## config.mk

```make
export PLATFORM = sky130hd
export DESIGN_NAME = data_pointer_unit
export DESIGN_NICKNAME = d
export VERILOG_FILES = /design/src/rtl/data_pointer_unit.sv
export SDC_FILE = /design/constraint.sdc
export NUM_CORES = 1
export LEC_CHECK = 0
export ABC_AREA = 0
export BUFFER_PORTS_ARGS = -buffer_cell sky130_fd_sc_hd__buf_2
export CORE_MARGIN = 2
export CORE_UTILIZATION = 54
export DETAILED_ROUTE_END_ITERATION = 8
export PLACE_DENSITY = 0.95
export RECOVER_POWER = 50
export SLEW_MARGIN = 20
export SYNTH_ARGS = -nofsm -noshare
export SYNTH_HDL_FRONTEND = slang
export SYNTH_SLANG_ARGS = --single-unit
```

## constraint.sdc

```tcl
create_clock -name clk -period 5.81 [get_ports clk]
set_input_delay 1.162 -clock clk [delete_from_list [all_inputs] [get_ports clk]]
set_output_delay 1.162 -clock clk [all_outputs]
set_load 0.01 [all_outputs]
```

## src/rtl/data_pointer_unit.sv

```systemverilog
`default_nettype none
// ============================================================================
// Module   : data_pointer_unit
// Purpose  : Execution stage for the data-side Brainfuck operations
//            (+ - > < ,). Owns the data pointer and performs read-modify-write
//            of the current cell through a synchronous data RAM with a
//            registered one-cycle read path.
// Revision : 1.0 - initial release
// ----------------------------------------------------------------------------
// Parameters
//   DATA_WIDTH   cell width in bits
//   ADDR_WIDTH   pointer width in bits (tape holds 2^ADDR_WIDTH cells)
// Ports
//   clk, rst_n          clock (rising edge), asynchronous active-low reset
//   cmd_valid/ready     command handshake; ready only in IDLE
//   cmd_op              0 NOP, 1 ADD, 2 SUB, 3 RIGHT, 4 LEFT, 5 LOAD, 6-7 NOP
//   cmd_arg             amount for ADD/SUB, value for LOAD
//   cell_value          RAM read data passthrough (valid while cmd_ready)
//   cell_zero           cell_value == 0
//   pointer             current data pointer
//   ptr_error           sticky pointer-bounds error
//   ram_address         RAM address (equals pointer)
//   ram_data_in         RAM write data (0 when not writing)
//   ram_write           RAM write enable
//   ram_data_out        RAM registered read data
// Build option
//   DATA_POINTER_BOUNDS_EN  when defined, moves past either end of the tape
//                           hold the pointer and set ptr_error; otherwise the
//                           pointer wraps and ptr_error is tied to 0.
// ============================================================================
module data_pointer_unit #(
  parameter int DATA_WIDTH = 8,
  parameter int ADDR_WIDTH = 15
) (
  input  logic                  clk,
  input  logic                  rst_n,
  input  logic                  cmd_valid,
  output logic                  cmd_ready,
  input  logic [2:0]            cmd_op,
  input  logic [DATA_WIDTH-1:0] cmd_arg,
  output logic [DATA_WIDTH-1:0] cell_value,
  output logic                  cell_zero,
  output logic [ADDR_WIDTH-1:0] pointer,
  output logic                  ptr_error,
  output logic [ADDR_WIDTH-1:0] ram_address,
  output logic [DATA_WIDTH-1:0] ram_data_in,
  output logic                  ram_write,
  input  logic [DATA_WIDTH-1:0] ram_data_out
);

  localparam logic [2:0] OP_ADD   = 3'd1;
  localparam logic [2:0] OP_SUB   = 3'd2;
  localparam logic [2:0] OP_RIGHT = 3'd3;
  localparam logic [2:0] OP_LEFT  = 3'd4;
  localparam logic [2:0] OP_LOAD  = 3'd5;

  localparam logic [ADDR_WIDTH-1:0] PTR_ONE = {{(ADDR_WIDTH-1){1'b0}}, 1'b1};
  localparam logic [ADDR_WIDTH-1:0] PTR_MIN = '0;
  localparam logic [ADDR_WIDTH-1:0] PTR_MAX = '1;

  // FETCH: RAM read data not yet valid for the pointer. IDLE: it is.
  typedef enum logic [0:0] {
    ST_FETCH = 1'b0,
    ST_IDLE  = 1'b1
  } state_t;

  state_t                  state_q,   state_d;
  logic [ADDR_WIDTH-1:0]   pointer_q, pointer_d;
  logic                    w_accept;
  logic                    w_ptr_error;

`ifdef DATA_POINTER_BOUNDS_EN
  logic                    ptr_error_q, ptr_error_d;
`endif

  // --------------------------------------------------------------------------
  // State registers. Reset is asynchronous so that an assertion mid-cycle
  // drops cmd_ready (and therefore ram_write) immediately.
  // --------------------------------------------------------------------------
  always_ff @(posedge clk or negedge rst_n) begin
    if (!rst_n) begin
      state_q   <= ST_FETCH;
      pointer_q <= '0;
    end else begin
      state_q   <= state_d;
      pointer_q <= pointer_d;
    end
  end

`ifdef DATA_POINTER_BOUNDS_EN
  always_ff @(posedge clk or negedge rst_n) begin
    if (!rst_n) begin
      ptr_error_q <= 1'b0;
    end else begin
      ptr_error_q <= ptr_error_d;
    end
  end
  assign w_ptr_error = ptr_error_q;
`else
  assign w_ptr_error = 1'b0;
`endif

  assign w_accept = cmd_valid && (state_q == ST_IDLE);

  // --------------------------------------------------------------------------
  // Next-state and RAM control. Cell updates are written in the accept cycle
  // using the current read data; the RAM's write-through read returns the new
  // value next cycle, so arithmetic ops never leave IDLE.
  // --------------------------------------------------------------------------
  always_comb begin
    state_d     = state_q;
    pointer_d   = pointer_q;
    ram_write   = 1'b0;
    ram_data_in = '0;
`ifdef DATA_POINTER_BOUNDS_EN
    ptr_error_d = ptr_error_q;
`endif

    unique case (state_q)
      ST_FETCH: begin
        state_d = ST_IDLE;
      end
      ST_IDLE: begin
        if (w_accept) begin
          case (cmd_op)
            OP_ADD: begin
              ram_write   = 1'b1;
              ram_data_in = ram_data_out + cmd_arg;
            end
            OP_SUB: begin
              ram_write   = 1'b1;
              ram_data_in = ram_data_out - cmd_arg;
            end
            OP_LOAD: begin
              ram_write   = 1'b1;
              ram_data_in = cmd_arg;
            end
            OP_RIGHT: begin
              // The FETCH cycle is taken even when the move is blocked so
              // command timing does not depend on the pointer value.
              state_d = ST_FETCH;
`ifdef DATA_POINTER_BOUNDS_EN
              if (pointer_q == PTR_MAX) begin
                ptr_error_d = 1'b1;
              end else begin
                pointer_d = pointer_q + PTR_ONE;
              end
`else
              pointer_d = pointer_q + PTR_ONE;
`endif
            end
            OP_LEFT: begin
              state_d = ST_FETCH;
`ifdef DATA_POINTER_BOUNDS_EN
              if (pointer_q == PTR_MIN) begin
                ptr_error_d = 1'b1;
              end else begin
                pointer_d = pointer_q - PTR_ONE;
              end
`else
              pointer_d = pointer_q - PTR_ONE;
`endif
            end
            default: begin
              // NOP and reserved opcodes: accepted without effect.
            end
          endcase
        end
      end
      default: begin
        state_d = ST_FETCH;
      end
    endcase
  end

  assign cmd_ready   = (state_q == ST_IDLE);
  assign pointer     = pointer_q;
  assign ram_address = pointer_q;
  assign ptr_error   = w_ptr_error;
  assign cell_value  = ram_data_out;
  assign cell_zero   = (ram_data_out == '0);

endmodule

`default_nettype wire

```

==> results of run 1 <==
registers in the layout, summed over array words and instances (netlist names):
| name | flops |
|---|---|
| cmd_ready | 1 |
| pointer | 15 |
logic make-up (layout without fill, tap and decap cells):
group                      Yosys count  in the layout  synth area share, %
xor gates and xnor gates            28             28                12.37
and+or+nand+nor                     68             68                17.67
other                                1              1               0.1891
DFF                                 16             16                20.19
buffers and inverters               38             84                12.37
muxes                                1              1               0.5678
AOI/OAI and AO/OA                   62             62                21.39
adders and majority gates           23             23                15.27
metal layers:
layer | GRT usage (%) | vias to the layer above | share of wire [%]
met4 | 9.840 | 0 | 2.5
met1 | 23.62 | 807 | 41
met5 | 0 | - | 0
li1 | - | 890 | -
met3 | 3.299 | 13 | 4.0
met2 | 39.71 | 63 | 52
where the power goes:
group | internal (mW) | total [mW] | leakage (nW) | switching (mW)
Sequential | 0.159 | 0.212 | 0.200 | 0.0533
Clock | 0.0603 | 0.102 | 0.0288 | 0.0416
Combinational | 0.193 | 0.466 | 0.848 | 0.273
Total | 0.412 | 0.780 | 1.08 | 0.368
worst paths after layout:
kind,start,end,slack [ps]
hold / removal,pointer[14],pointer[14],510
setup reg to reg,pointer[0],pointer[14],3580
min in group asynchronous,rst_n,pointer[4],1000
max in group asynchronous,rst_n,pointer[7],4270
hold reg to reg,pointer[14],pointer[14],510
setup / recovery,cmd_op[0],ram_data_in[7],1080
critical path, cell delays in order:
cell and delay [ps]:
buf_2 150, nor3b_4 350, mux2_2 410, inv_1 60, ha_1 210, nor2b_1 130
o21ai_0 200, a21oi_1 110, nor2_1 170, a21oi_1 110, xnor2_1 130, a32o_1 250
buf_2 130
final cells by class:
| cell class | instances | area [um^2] |
|---|---|---|
| fill | 319 | 1385 |
| multi-input combinational | 183 | 1349 |
| sequential | 16 | 400.4 |
| timing repair buffer | 70 | 319.1 |
| tap | 48 | 60.06 |
| clock buffer | 4 | 55.05 |
| inverter | 10 | 37.54 |
through the flow:
| stage | cells | hold slack (ps) | setup slack, ps | total power, mW |
|---|---|---|---|---|
| 2_1_floorplan | 237 | 522.5 | 1557 | 0.5943 |
| 3_3_place_gp | 327 | 491.8 | 1201 | 0.6715 |
| 3_5_place_dp | 327 | 501.8 | 1083 | 0.6929 |
| 4_1_cts | 331 | 511.0 | 1076 | 0.8002 |
| 5_1_grt | 331 | 553.8 | 925.0 | 0.8484 |
| 6_report | 331 | 510.1 | 1084 | 0.7800 |
layout by cell type, fill, tap and decap left out, types with 4 or more instances in the layout:
cell and n:
buf_2 45, nor2_1 25, clkbuf_1 25, xnor2_1 21, nand2_1 21, ha_1 21
a21oi_1 17, dfrtp_1 16, o21ai_0 11, inv_1 10, o21ai_1 10, xor2_1 7
nand2b_1 4, a22oi_1 4, clkbuf_8 4
==> flow_metrics.py, run 1 <==
metrics = {
    "clock_tree": {
        "clk_pin_slew_ps": 70,
        "cts_setup_buffers": 0,
        "numCtsBuffers": 3,
        "htree_num_levels": 1,
        "cts_hold_buf": 0,
        "cts_num_sinks": 16,
        "cts-root-buf": "clkbuf_8",
        "clk_path_buf_depth": 2,
        "ctsResizeCount": 0,
        "clk_latency_ps": 260,
        "cts_tree": "done",
    },
    "sta": {
        "worstMarginPinSlew_ps": 880.9,
        "min_period_ps": 4726,
        "setup_tns_ps": 0,
        "fin_skew_ps": 1.605,
        "max_freq_mhz": 211.6,
        "rsz0062_at_grt": "false",
        "maxSlewHeadroom_pct": 41.28,
        "setup_viol": 0,
        "drv_slew": 0,
        "finalCritPeriodShare_pct": 81.34,
        "hold_viol_final": 0,
    },
    "power_and_ir_drop": {
        "p_per_area_nw_per_um2": 351.2,
        "ir_drop_mv": 0.2130,
        "p_leak_nw": 1.077,
    },
    "route": {
        "final_antenna_net_count": 0,
        "drtIter0Drc": 59,
        "vias": 1773,
        "firstDrtPassIters": 4,
        "wl_um": 4357,
        "routedWlPerCell_um": 13.16,
        "drcViolationCount": 0,
        "vias_per_cell": 5.356,
    },
    "synthesis": {
        "netlist_area_um2": 1983,
        "async_flop_share_pct": 100.0,
        "synth.distinct_cells": 45,
        "ys_seq_area_share_pct": 20.19,
        "synth_warnings": 0,
        "syn_area_per_cell_um2": 8.368,
        "yosys-top-cells-count": "buf_4, nor2_1, ha_1, nand2_1, xnor2_1",
        "synth_top_area_cell": "dfrtp_1",
        "synthTopCellsByArea": "dfrtp_1, ha_1, buf_4",
        "synth-seq-cells": 16,
        "syn_nets": 282,
        "synth_cells": 237,
        "synth_edf_count": 0,
        "synth_top_area_share_pct": 20.19,
        "synth-main-ff-cell": "dfrtp_1",
    },
    "floorplan": {
        "die_h_um": 64.60,
        "ios": 72,
        "core_um2": 3606,
        "die_x_um": 64.60,
        "die-area_um2": 4173,
        "rows": 22,
        "start_util_pct": 55.00,
    },
    "global_routing": {
        "grt_pass1_vias": 1635,
        "grt_pass1_wl_um": 6948,
        "overflow": 0,
        "grt_max_degree": 30,
        "grt_use_total_pct": 21.33,
        "antenna_found_initial": 0,
    },
    "status": {
        "status": "finished clean",
    },
    "placed_design": {
        "io_buffers": 70,
        "gp_congestion": 0.9321,
        "dp_hpwl_um": 3495,
        "placed_area_um2": 2190,
    },
    "critical_path": {
        "cp-start-kind": "primary input",
        "crit_type": "primary input to output port",
        "arrival_ps": 3560,
        "critPathMaxFanout": 7,
        "required_ps": 4650,
        "crit_path_end_kind": "output port",
        "ff2ff_path_depth": 9,
    },
    "finish": {
        "area_delta_synth_final_pct": 11.99,
        "nets": 329,
        "n_antenna_cell": 0,
        "layout-drive-gt1-share_pct": 22.97,
        "finalInstanceArea_um2": 2221,
        "utilization_pct": 61.59,
    },
    "run": {
        "drv_cap": 0,
    },
    "worst_hold_path": {
        "holdPathStages": 1,
        "hold_path.class": "flip-flop to flip-flop",
    },
}
Note: power is estimated with default switching activity, not from simulation.
==> run 2, diff against run 1 <==
Settings changed: ABC_AREA 0 to 1, CORE_UTILIZATION 54 to 47, PLACE_DENSITY 0.95 to 0.86.
Clock period 5.81 ns to 4.3 ns, I/O delays scaled along.
==> flow_metrics.py, run 2 <==
metrics = {
    "sta": {
        "finalCritPeriodShare_pct": 91.94,
        "rsz0062_at_grt": "false",
        "setup_tns_ps": 0,
        "hold_viol_final": 0,
        "min_period_ps": 3953,
        "maxSlewHeadroom_pct": 39.89,
        "worstMarginPinSlew_ps": 901.6,
        "setup_viol": 0,
        "drv_slew": 0,
        "fin_skew_ps": 4.176,
        "max_freq_mhz": 252.9,
    },
    "floorplan": {
        "rows": 25,
        "die_h_um": 73.57,
        "core_um2": 4692,
        "ios": 72,
        "die-area_um2": 5413,
        "die_x_um": 73.57,
        "start_util_pct": 48.48,
    },
    "critical_path": {
        "crit_type": "primary input to output port",
        "critPathMaxFanout": 4,
        "crit_end": "ram_data_in[7]",
        "cp-start-kind": "primary input",
        "crit_path_end_kind": "output port",
        "required_ps": 3440,
        "ff2ff_path_depth": 10,
        "timing.rr.end": "pointer[10]",
        "r2r_slack_ps": 2510,
        "r2r_start": "pointer[3]",
        "crit_start": "cmd_arg[0]",
        "arrival_ps": 3090,
    },
    "global_routing": {
        "grt_pass1_vias": 2102,
        "overflow": 0,
        "grt_pass1_wl_um": 8728,
        "grt_use_total_pct": 20.12,
        "antenna_found_initial": 0,
        "grt_max_degree": 21,
    },
    "placed_design": {
        "dp_hpwl_um": 4451,
        "io_buffers": 70,
        "gp_congestion": 0.9335,
    },
    "run": {
        "drv_cap": 0,
    },
    "clock_tree": {
        "cts_tree": "done",
        "clk_path_buf_depth": 2,
        "clk_pin_slew_ps": 70,
        "cts_setup_buffers": 0,
        "cts_num_sinks": 16,
        "ctsResizeCount": 0,
        "clk_latency_ps": 260,
        "htree_num_levels": 1,
        "cts_hold_buf": 0,
        "numCtsBuffers": 3,
        "cts-root-buf": "clkbuf_8",
    },
    "synthesis": {
        "synth_top_area_share_pct": 17.60,
        "yosys-top-cells-count": "nand2_1, inv_1, nand3_1, a21oi_1, buf_4",
        "async_flop_share_pct": 100.0,
        "synth_warnings": 0,
        "syn_nets": 394,
        "synth_edf_count": 0,
        "synth_top_area_cell": "dfrtp_1",
        "synthTopCellsByArea": "dfrtp_1, nand2_1, ha_1",
        "synth-main-ff-cell": "dfrtp_1",
        "syn_area_per_cell_um2": 6.518,
        "synth_most_common_cell": "nand2_1",
        "synth.distinct_cells": 32,
        "synth_cells": 349,
        "netlist_area_um2": 2275,
        "ys_seq_area_share_pct": 17.60,
        "synth-seq-cells": 16,
    },
    "route": {
        "drcViolationCount": 0,
        "firstDrtPassIters": 4,
        "wl_um": 5413,
        "drtIter0Drc": 95,
        "vias_per_cell": 5.218,
        "final_antenna_net_count": 0,
        "routedWlPerCell_um": 12.03,
        "vias": 2348,
    },
    "worst_hold_path": {
        "hold_path.class": "flip-flop to flip-flop",
        "holdPathStages": 2,
    },
    "finish": {
        "regArea_um2": 400.4,
        "area_delta_synth_final_pct": 10.73,
        "nets": 442,
        "largest_reg_flops": 15,
        "final_cell_mix": "nand2_1, inv_1, buf_2",
        "n_antenna_cell": 0,
        "final.fill_count": 469,
        "layout-drive-gt1-share_pct": 19.19,
        "final_common_cell": "nand2_1",
        "multi_input_area_um2": 1481,
    },
    "power_and_ir_drop": {
        "p_per_area_nw_per_um2": 460.0,
        "power_mw": 1.159,
        "p_leak_nw": 1.446,
        "ir_drop_mv": 0.3103,
    },
    "status": {
        "status": "finished clean",
    },
}
==> run 2: cell types whose count changed after synthesis, moves of 4 or more <==
| cell | delta |
|---|---|
| a21oi_1 | +7 |
| a22oi_1 | -4 |
| inv_1 | +39 |
| nand2_1 | +80 |
| nand2b_1 | -4 |
| nand3_1 | +27 |
| nand3b_1 | +4 |
| nand4_1 | +7 |
| nor2_1 | -11 |
| o21ai_0 | -5 |
| o21ai_1 | -11 |
| o21ai_2 | +5 |
| xnor2_1 | -16 |
==> run 2: cells by family after synthesis <==
group,Yosys count,synth area share (%)
AOI/OAI and AO/OA,41,10.56
xor gates and xnor gates,14,5.391
adders and majority gates,23,13.31
buffers and inverters,79,17.99
DFF,16,17.60
other,1,0.1649
and+or+nand+nor,175,34.98
==> run 2: final cells by class <==
class	instances	area share [%]
clock buffer	4	2.186
inverter	52	7.750
multi-input combinational	254	58.82
sequential	16	15.90
tap	54	2.683
timing repair buffer	70	12.67
==> run 2: how the worst min path moves through the flow <==
stage / from / slack, ps / endpoint
floorplan: pointer[10] / 550 / pointer[10]
global placement: pointer[9] / 510 / pointer[9]
detailed placement: pointer[4] / 520 / pointer[4]
CTS: rst_n / 520 / pointer[6]
finish: pointer[5] / 540 / pointer[5]
global route: pointer[5] / 560 / pointer[5]
==> run 2: critical path, cell delays in order <==
cell,delay (ps)
buf_2,120
inv_1,70
ha_1,150
inv_1,50
nor3_1,130
inv_1,90
o31ai_2,230
xor2_1,170
inv_1,60
ha_1,330
nand2_1,100
inv_1,40
nand2_1,50
nand2_1,60
a21oi_2,140
inv_1,60
nand2_1,60
nand3_1,70
a21oi_2,130
buf_2,130
==> run 2: stage by stage <==
step	instance area, um^2	setup slack (ps)	std cells	utilization [%]	hold slack, ps
2_1_floorplan	2275	711.4	349	-	553.5
6_report	2519	346.6	450	53.68	537.8
5_1_grt	2519	66.88	450	53.68	560.8
4_1_cts	2534	265.8	450	54.00	524.2
3_3_place_gp	2479	437.1	446	52.83	506.4
3_5_place_dp	2479	274.9	446	52.83	517.7
==> run 2: power by group <==
part / switching [mW] / internal [mW] / leakage [nW] / total (mW)
Combinational: 0.444 / 0.277 / 1.22 / 0.721
Clock: 0.0584 / 0.0815 / 0.0288 / 0.140
Sequential: 0.0783 / 0.220 / 0.198 / 0.298
==> run 2: layer usage <==
metal,share of wire (%),vias to the layer above,track usage (%)
li1,-,1194,-
met2,48,68,33.73
met1,44,1068,24.83
met4,3.4,0,10.91
met5,0,-,0
met3,4.0,18,2.606
